**config.mk**
```make
export PLATFORM = sky130hd
export DESIGN_NAME = traffic_light_ctrl
export DESIGN_NICKNAME = d
export VERILOG_FILES = /design/src/rtl/traffic_pkg.sv /design/src/rtl/sec_tick_gen.sv /design/src/rtl/traffic_light_ctrl.sv
export SDC_FILE = /design/constraint.sdc
export NUM_CORES = 1
export LEC_CHECK = 0
export CORE_UTILIZATION = 25
export DETAILED_ROUTE_END_ITERATION = 8
export DONT_BUFFER_PORTS = 1
export GPL_ROUTABILITY_DRIVEN = 0
export PLACE_DENSITY = 0.39
export RECOVER_POWER = 25
export SYNTH_ARGS = -nofsm -noshare
export SYNTH_HDL_FRONTEND = slang
export SYNTH_SLANG_ARGS = --single-unit
```
**constraint.sdc**
```tcl
create_clock -name clk -period 2 [get_ports clk]
set_input_delay 0.3 -clock clk [delete_from_list [all_inputs] [get_ports clk]]
set_output_delay 0.3 -clock clk [all_outputs]
set_load 0.005 [all_outputs]
```
**src/rtl/traffic_pkg.sv**
```systemverilog
// Shared types and lamp encodings for the traffic light controller.
//   state_t  : phase state machine encoding
//   LAMP_*   : {R,Y,G} one-hot lamp codes
//   ns_lamp / ew_lamp / is_ped : per-state output decode helpers
package traffic_pkg;

    typedef enum logic [2:0] {
        RED_TO_NS,
        NS_GREEN,
        NS_YELLOW,
        RED_TO_EW,
        EW_GREEN,
        EW_YELLOW,
        PED_TO_NS,
        PED_TO_EW
    } state_t;

    localparam logic [2:0] LAMP_R   = 3'b100;
    localparam logic [2:0] LAMP_Y   = 3'b010;
    localparam logic [2:0] LAMP_G   = 3'b001;
    localparam logic [2:0] LAMP_OFF = 3'b000;

    function automatic logic [2:0] ns_lamp(input state_t s);
        case (s)
            NS_GREEN:  ns_lamp = LAMP_G;
            NS_YELLOW: ns_lamp = LAMP_Y;
            default:   ns_lamp = LAMP_R;
        endcase
    endfunction

    function automatic logic [2:0] ew_lamp(input state_t s);
        case (s)
            EW_GREEN:  ew_lamp = LAMP_G;
            EW_YELLOW: ew_lamp = LAMP_Y;
            default:   ew_lamp = LAMP_R;
        endcase
    endfunction

    function automatic logic is_ped(input state_t s);
        is_ped = (s == PED_TO_NS) || (s == PED_TO_EW);
    endfunction

endpackage

```
**src/rtl/sec_tick_gen.sv**
```systemverilog
// Seconds prescaler: emits a one-cycle tick every TICKS_PER_SEC clocks.
//   clk     : system clock
//   rst     : synchronous active-high reset (count -> 0)
//   restart : synchronous restart of the count at 0
//   tick    : registered one-cycle pulse while the count sits at TICKS_PER_SEC-1
module sec_tick_gen #(
    parameter int unsigned TICKS_PER_SEC = 50_000_000
) (
    input  logic clk,
    input  logic rst,
    input  logic restart,
    output logic tick
);

    localparam int unsigned      CNT_W   = $clog2(TICKS_PER_SEC);
    localparam logic [CNT_W-1:0] CNT_MAX = CNT_W'(TICKS_PER_SEC - 1);

    logic [CNT_W-1:0] r_cnt;
    logic [CNT_W-1:0] w_cnt_next;
    logic             r_tick;

    always_comb begin
        w_cnt_next = r_cnt + 1'b1;
        if (restart || (r_cnt == CNT_MAX)) begin
            w_cnt_next = '0;
        end
    end

    // tick is registered against the next count so it lines up with the
    // cycle in which r_cnt holds CNT_MAX.
    always_ff @(posedge clk) begin
        if (rst) begin
            r_cnt  <= '0;
            r_tick <= 1'b0;
        end else begin
            r_cnt  <= w_cnt_next;
            r_tick <= (w_cnt_next == CNT_MAX);
        end
    end

    assign tick = r_tick;

endmodule

```
**src/rtl/traffic_light_ctrl.sv**
```systemverilog
// Two-way intersection sequencer with a pedestrian walk phase.
//   clk, rst   : system clock, synchronous active-high reset
//   ped_req    : synchronised pedestrian button
//   ped_ack    : one-cycle pulse on entry to a walk phase
//   ns_light   : north-south lamps {R,Y,G}
//   ew_light   : east-west lamps {R,Y,G}
//   walk       : walk lamp
//   countdown  : whole seconds left in the current phase (never 0)
//   tick       : one-cycle seconds pulse
//
// state     | meaning
// RED_TO_NS | all red, next is NS green (or walk if requested)
// NS_GREEN  | ns green, ew red
// NS_YELLOW | ns yellow, ew red
// RED_TO_EW | all red, next is EW green (or walk if requested)
// EW_GREEN  | ew green, ns red
// EW_YELLOW | ew yellow, ns red
// PED_TO_NS | all red with walk, then NS green
// PED_TO_EW | all red with walk, then EW green
module traffic_light_ctrl
    import traffic_pkg::*;
#(
    parameter int unsigned TICKS_PER_SEC = 50_000_000,
    parameter int unsigned GREEN_S       = 20,
    parameter int unsigned YELLOW_S      = 3,
    parameter int unsigned ALL_RED_S     = 2,
    parameter int unsigned WALK_S        = 10
) (
    input  logic       clk,
    input  logic       rst,
    input  logic       ped_req,
    output logic       ped_ack,
    output logic [2:0] ns_light,
    output logic [2:0] ew_light,
    output logic       walk,
    output logic [7:0] countdown,
    output logic       tick
);

    state_t     r_state;
    state_t     w_state_next;
    logic       w_tick;
    logic       w_advance;
    logic       w_ped_entry;
    logic [7:0] r_countdown;
    logic       r_pending;
    logic       r_ped_ack;
    logic [2:0] r_ns_light;
    logic [2:0] r_ew_light;
    logic       r_walk;

    function automatic logic [7:0] phase_len(input state_t s);
        case (s)
            NS_GREEN, EW_GREEN:   phase_len = 8'(GREEN_S);
            NS_YELLOW, EW_YELLOW: phase_len = 8'(YELLOW_S);
            PED_TO_NS, PED_TO_EW: phase_len = 8'(WALK_S);
            default:              phase_len = 8'(ALL_RED_S);
        endcase
    endfunction

    // A phase ends only on the tick that would take countdown from 1 to 0,
    // so the prescaler wraps in the same cycle and the restart just pins it.
    sec_tick_gen #(
        .TICKS_PER_SEC(TICKS_PER_SEC)
    ) u_sec_tick_gen (
        .clk     (clk),
        .rst     (rst),
        .restart (w_advance),
        .tick    (w_tick)
    );

    always_comb begin
        w_state_next = r_state;
        w_advance    = w_tick && (r_countdown == 8'd1);
        if (w_advance) begin
            case (r_state)
                RED_TO_NS: w_state_next = r_pending ? PED_TO_NS : NS_GREEN;
                PED_TO_NS: w_state_next = NS_GREEN;
                NS_GREEN:  w_state_next = NS_YELLOW;
                NS_YELLOW: w_state_next = RED_TO_EW;
                RED_TO_EW: w_state_next = r_pending ? PED_TO_EW : EW_GREEN;
                PED_TO_EW: w_state_next = EW_GREEN;
                EW_GREEN:  w_state_next = EW_YELLOW;
                EW_YELLOW: w_state_next = RED_TO_NS;
                default:   w_state_next = RED_TO_NS;
            endcase
        end
    end

    assign w_ped_entry = w_advance && is_ped(w_state_next);

    // Outputs are decoded from the next state so lamps and countdown move on
    // the same edge as the state register.
    always_ff @(posedge clk) begin
        if (rst) begin
            r_state     <= RED_TO_NS;
            r_countdown <= 8'(ALL_RED_S);
            r_pending   <= 1'b0;
            r_ped_ack   <= 1'b0;
            r_ns_light  <= LAMP_R;
            r_ew_light  <= LAMP_R;
            r_walk      <= 1'b0;
        end else begin
            r_state    <= w_state_next;
            r_ns_light <= ns_lamp(w_state_next);
            r_ew_light <= ew_lamp(w_state_next);
            r_walk     <= is_ped(w_state_next);
            r_ped_ack  <= w_ped_entry;
            if (w_advance) begin
                r_countdown <= phase_len(w_state_next);
            end else if (w_tick) begin
                r_countdown <= r_countdown - 8'd1;
            end
            // Serving a request beats a press landing in the same cycle.
            if (w_ped_entry) begin
                r_pending <= 1'b0;
            end else if (ped_req && !is_ped(r_state)) begin
                r_pending <= 1'b1;
            end
        end
    end

    assign ped_ack   = r_ped_ack;
    assign ns_light  = r_ns_light;
    assign ew_light  = r_ew_light;
    assign walk      = r_walk;
    assign countdown = r_countdown;
    assign tick      = w_tick;

endmodule
```
**Word-level counts from Yosys, hierarchy flattened**

Index checks and enable logic that the tools add are counted.

- Bits in registers: 47
- Input bits: 3
- Output and inout port bits: 17
- Word-level logic and storage cells: 50

- Add/subtract/negate cells: 2
- Equality and inequality tests: 16
- Muxes and demuxes: 10
- Reductions and logical operators: 13

Operators by type and width:

| cell | count |
|---|---|
| $eq 26x26->1 const B | 2 |
| $add 26x1->26 const B | 1 |
| $mux 26 | 1 |
| $eq 3x3->1 const B | 8 |
| $pmux 3 s8 | 1 |
| $mux 8 | 2 |
| $pmux 5 s3 | 1 |
| $pmux 3 s2 | 2 |
| $eq 3x2->1 const B | 3 |
| $eq 8x1->1 const B | 1 |
| $reduce_or 2->1 | 4 |
| $sub 8x1->8 const B | 1 |
| $eq 3x1->1 const B | 2 |
| $mux 3 | 2 |
| $logic_and 1x1->1 | 3 |
| $logic_not 3->1 | 1 |
| $logic_or 1x1->1 | 3 |
| $mux 2 | 1 |
| $reduce_bool 2->1 | 1 |
| $logic_not 1->1 | 1 |

**Depth between registers and ports, before layout**

- Word-level depth: 7
- Gate-level depth with buffers: 9
- Mapped depth without buffers: 8

**Modules after synthesis**

Synthesis repeated with hierarchy kept, for this count alone.

- Cells, all modules: 319
- Area total of the unflattened synthesis: 2631.3 um2

By module, submodules not included:

| module | instances | cells an instance | area an instance (um2) | seq. area each (um2) |
|---|---|---|---|---|
| sec_tick_gen | 1 | 189 | 1514.0 | 540.5 |
| traffic_light_ctrl | 1 | 130 | 1117.3 | 400.4 |

**Worst setup path after synthesis**

OpenSTA, ideal clock, no wires.

- Kind: register to register
- Start point: register u_sec_tick_gen.r_cnt[0]
- End point: register u_sec_tick_gen.r_tick, in the netlist u_sec_tick_gen.tick
- Arrival: 2142 ps
- Setup slack: -229 ps
- Stages on the path, launching flop included: 9
- Buffers on the path: 1
- Period minus slack after synthesis: 2229 ps
- Cell sequence: dfxtp_1 -> ha_1 -> and4_1 -> buf_6 -> nand3_4 -> nand2b_4 -> or4b_1 -> a2111o_1 -> nor4b_2

- Cells in the longest elaborated chain, start to end: 4
- Elaborated cells between the ends (all ways): 5
- Those cells by class: add/sub: 1; eq/ne: 2; mux: 1; reduce/logical: 1

Ends and longest elaborated chain:

| item | RTL line | source |
|---|---|---|
| start: declaration | sec_tick_gen.sv:18 | `logic [CNT_W-1:0] r_cnt;` |
| start signal: assignment | sec_tick_gen.sv:36 | `r_cnt <= w_cnt_next;` |
| parallel branches: the longest is 2 deep, another holds $add 26x1->26 | n/a |  |
| $mux 26 * | sec_tick_gen.sv:24 | `if (restart \|\| (r_cnt == CNT_MAX)) begin` |
| $eq 26x26->1 * | sec_tick_gen.sv:37 | `r_tick <= (w_cnt_next == CNT_MAX);` |
| end signal: assignment | sec_tick_gen.sv:37 |  |
| end: declaration | sec_tick_gen.sv:20 | `logic r_tick;` |

Every way passes the cells marked *.
A chain may end at the register's enable or synchronous reset.

**Worst setup path after layout**

- Start point: register u_sec_tick_gen.r_cnt[1]
- End point: register u_sec_tick_gen.r_tick, in the netlist u_sec_tick_gen.tick

Same word-level chain as after synthesis.

==> out/results.ini <==
[detailed_routing]
drtIter0Drc = 77
drtAntennaViolNets = 0
dr.pass1.iters = 4
drc = 0
met3_length_um = 178
via_per_inst = 4.60
post_drt_wl_per_cell_um = 13.3
wl_met1_mm = 3.19
routed.top_layer = met4
met2_length_mm = 2.89
vias = 2185
routed_wirelength_mm = 6.34

[die]
die-area_sq_um = 10100
initial_core_util_pct = 26.0
num_io_pins = 20
die_w_um = 101
core_area_sq_um = 9330
die_h_um = 101
placementRows = 35

[job]
maxCapViolCount = 0

[outcome]
status = complete, but fails checks
violations = negative setup slack

[sta]
maxSlewViolCount = 0
setup_ws_ps = -113
setup_violations = 1
holdWs_ps = 57.9
hold_violations = 0
post-route-period-util_pct = 106
fin_skew_ps = 12.2
worst-slew-pin-transition_ps = 466
min_period_ps = 2110
achievable-frequency_mhz = 473
tns_ps = -113
slew_headroom_pct = 68.9
rsz0062_at_grt = yes

[synth]
ys_types = 52
synth-seq-cells = 47
synthesis.area_sq_um = 2430
synth_cells = 295
synth-main-ff-cell = dfxtp_1
synth_edf_count = 0
netlist_top_cells_area = dfxtp_1 (39%), nor2_1 (6.6%), xor2_1 (5.4%)
synth_most_common_cell = dfxtp_1
synth_area_leader_cell = dfxtp_1
ys_seq_area_share_pct = 38.7
yosysWarnings = 0
avgSynthCellArea_sq_um = 8.23
synth_top_area_share_pct = 38.7
synthArstFlopShare_pct = 0
synth_common_cells = dfxtp_1 (47), nor2_1 (43), nand2_1 (20)
synth_nets = 301

[critical_path]
path_max_fanout = 2
r2r_start = u_sec_tick_gen.r_cnt[1]$_SDFF_PP0_
critPathLaunchType = flop
reg2reg_to = u_sec_tick_gen.tick$_SDFF_PP0_
arrival_ps = 2330
worst-r2r-cell-count = 7
ff2ff_setup_slack_ps = -110
crit_required_ps = 2210
endpoint_kind = flop
crit_start = u_sec_tick_gen.r_cnt[1]$_SDFF_PP0_
worst-setup-path-type = flop to flop

[clocking]
cts_max_level = 2
cts_buffers = 5
clock-sinks = 47
cts-hold-fix-buffers = 0
clkTransAtPathRegs_ps = 100
clkLatencyLatePin_ps = 300
cts_root_buf = clkbuf_8
cts_tree = yes
cts_setup_buffers = 0
clk_path_buf_depth = 2

[global_route]
antenna_found_initial = 0
grt_pass1_wl_mm = 10.3
grt.overflow.total = 0
grt_pass1_vias = 2060
grt_start_max_net_pins = 22
grtUsageTotal_pct = 13.1

[layout]
layout.nets = 351
fillCellCount = 999
final_cells = 475
seqCellArea_sq_um = 943
multi_input_area_sq_um = 1420
drive_gt1_share_pct = 25.4
diodes = 0
final_core_util_pct = 33.2
area_growth_pct = 27.4

[min_path]
whs_path_depth = 1
hold_end = walk$_SDFF_PP0_
hold_class = primary input to flop
min_from = rst

[power_and_ir_drop]
leakage_uw = 0.00114
peakVddDrop_mv = 0.256
power_per_cell_area_nw_per_um2 = 514

[placed_design]
port_buffers = 0
dpl.cell_count = 467
dpl_worst_slack_ps = -86.6
dp_hpwl_mm = 4.76

-- cell families after synthesis --
family,share of synthesized area [%]
xor+xnor,9.02
simple gates,31.4
buf+inv,4.89
compound gates,12.7
mux,1.70
fa+ha+maj,1.55
flops,38.7
-- area by class of cell --
type                       count  share of cell area (%)
clock inverter                 3                   0.647
timing repair buffer          59                    14.2
tap                          129                    5.22
inverter                      11                    1.33
multi-input combinational    221                    45.9
sequential                    47                    30.5
clock buffer                   5                    2.22
-- critical path, cell delays in order, from the launching register on --
cell	delay [ps]
dfxtp_2	360
ha_4	130
and4_4	240
nand3_4	60
nand2b_4	140
or4b_1	460
a2111o_1	390
nor4b_2	230
-- layer usage --
metal	GRT usage, %	up-vias
met3	2.43	4
met2	21.5	30
li1	-	1141
met4	4.79	0
met5	0	-
met1	17.1	1010
-- sequential cells by signal, summed over array words and instances, names as in the netlist --
| signal | cells |
|---|---|
| u_sec_tick_gen.r_cnt | 26 |
| countdown | 8 |
| ew_light | 3 |
| ns_light | 3 |
| r_state | 3 |
| ped_ack | 1 |
| r_pending | 1 |
| u_sec_tick_gen.tick | 1 |
| walk | 1 |
-- power breakdown --
group | internal (uW) | total [uW] | switching, uW | leakage, uW
logic | 24.1 | 50.2 | 26.1 | 0.000722
clock network | 244 | 590 | 346 | 0.0000402
registers | 942 | 950 | 7.51 | 0.000380
total | 1210 | 1590 | 379 | 0.00114
-- timing repair --
| action | in CTS | in global routing |
|---|---|---|
| endpoints found under the setup margin | 3 | 32 |
| endpoints found under the hold margin | 0 | 0 |
| pin swaps | 0 | 5 |
| gates resized for setup | 2 | 10 |
-- metrics by stage --
step / power (uW) / instance area (sq um)
6_report: 1590 / 3090
5_1_grt: 1680 / 3090
4_1_cts: 1630 / 3060
3_5_place_dp: 1020 / 2970
3_3_place_gp: 1020 / 2970
2_1_floorplan: 1000 / 2440
-- layout by cell type, fill, tap and decap left out, drive strengths merged, types with 2 or more instances in the layout --
master and n:
a211oi 2, a21oi 19, a31oi 4, and2 3, and3 8, and4 3
buf 56, clkbuf 8, clkinvlp 2, dfxtp 47, ha 3, inv 11
mux2i 3, nand2 20, nand2b 4, nand3 13, nand4 11, nor2 43
nor2b 3, nor3 11, nor3b 3, nor4 7, nor4b 5, o21ai 9
o21ba 2, o22ai 2, or2 2, or4 2, xnor2 10, xor2 15
-- worst max path at each step --
| stage | slack [ps] | to | cells past startpoint |
|---|---|---|---|
| 3_3_place_gp | -80 | u_sec_tick_gen.tick$_SDFF_PP0_ | 7 |
| 3_5_place_dp | -90 | u_sec_tick_gen.tick$_SDFF_PP0_ | 7 |
| 2_1_floorplan | -140 | u_sec_tick_gen.tick$_SDFF_PP0_ | 8 |
| 4_1_cts | -80 | u_sec_tick_gen.tick$_SDFF_PP0_ | 7 |
| 6_report | -110 | u_sec_tick_gen.tick$_SDFF_PP0_ | 7 |
| 5_1_grt | -200 | u_sec_tick_gen.tick$_SDFF_PP0_ | 7 |
Note: power is estimated with default switching activity, not from simulation.
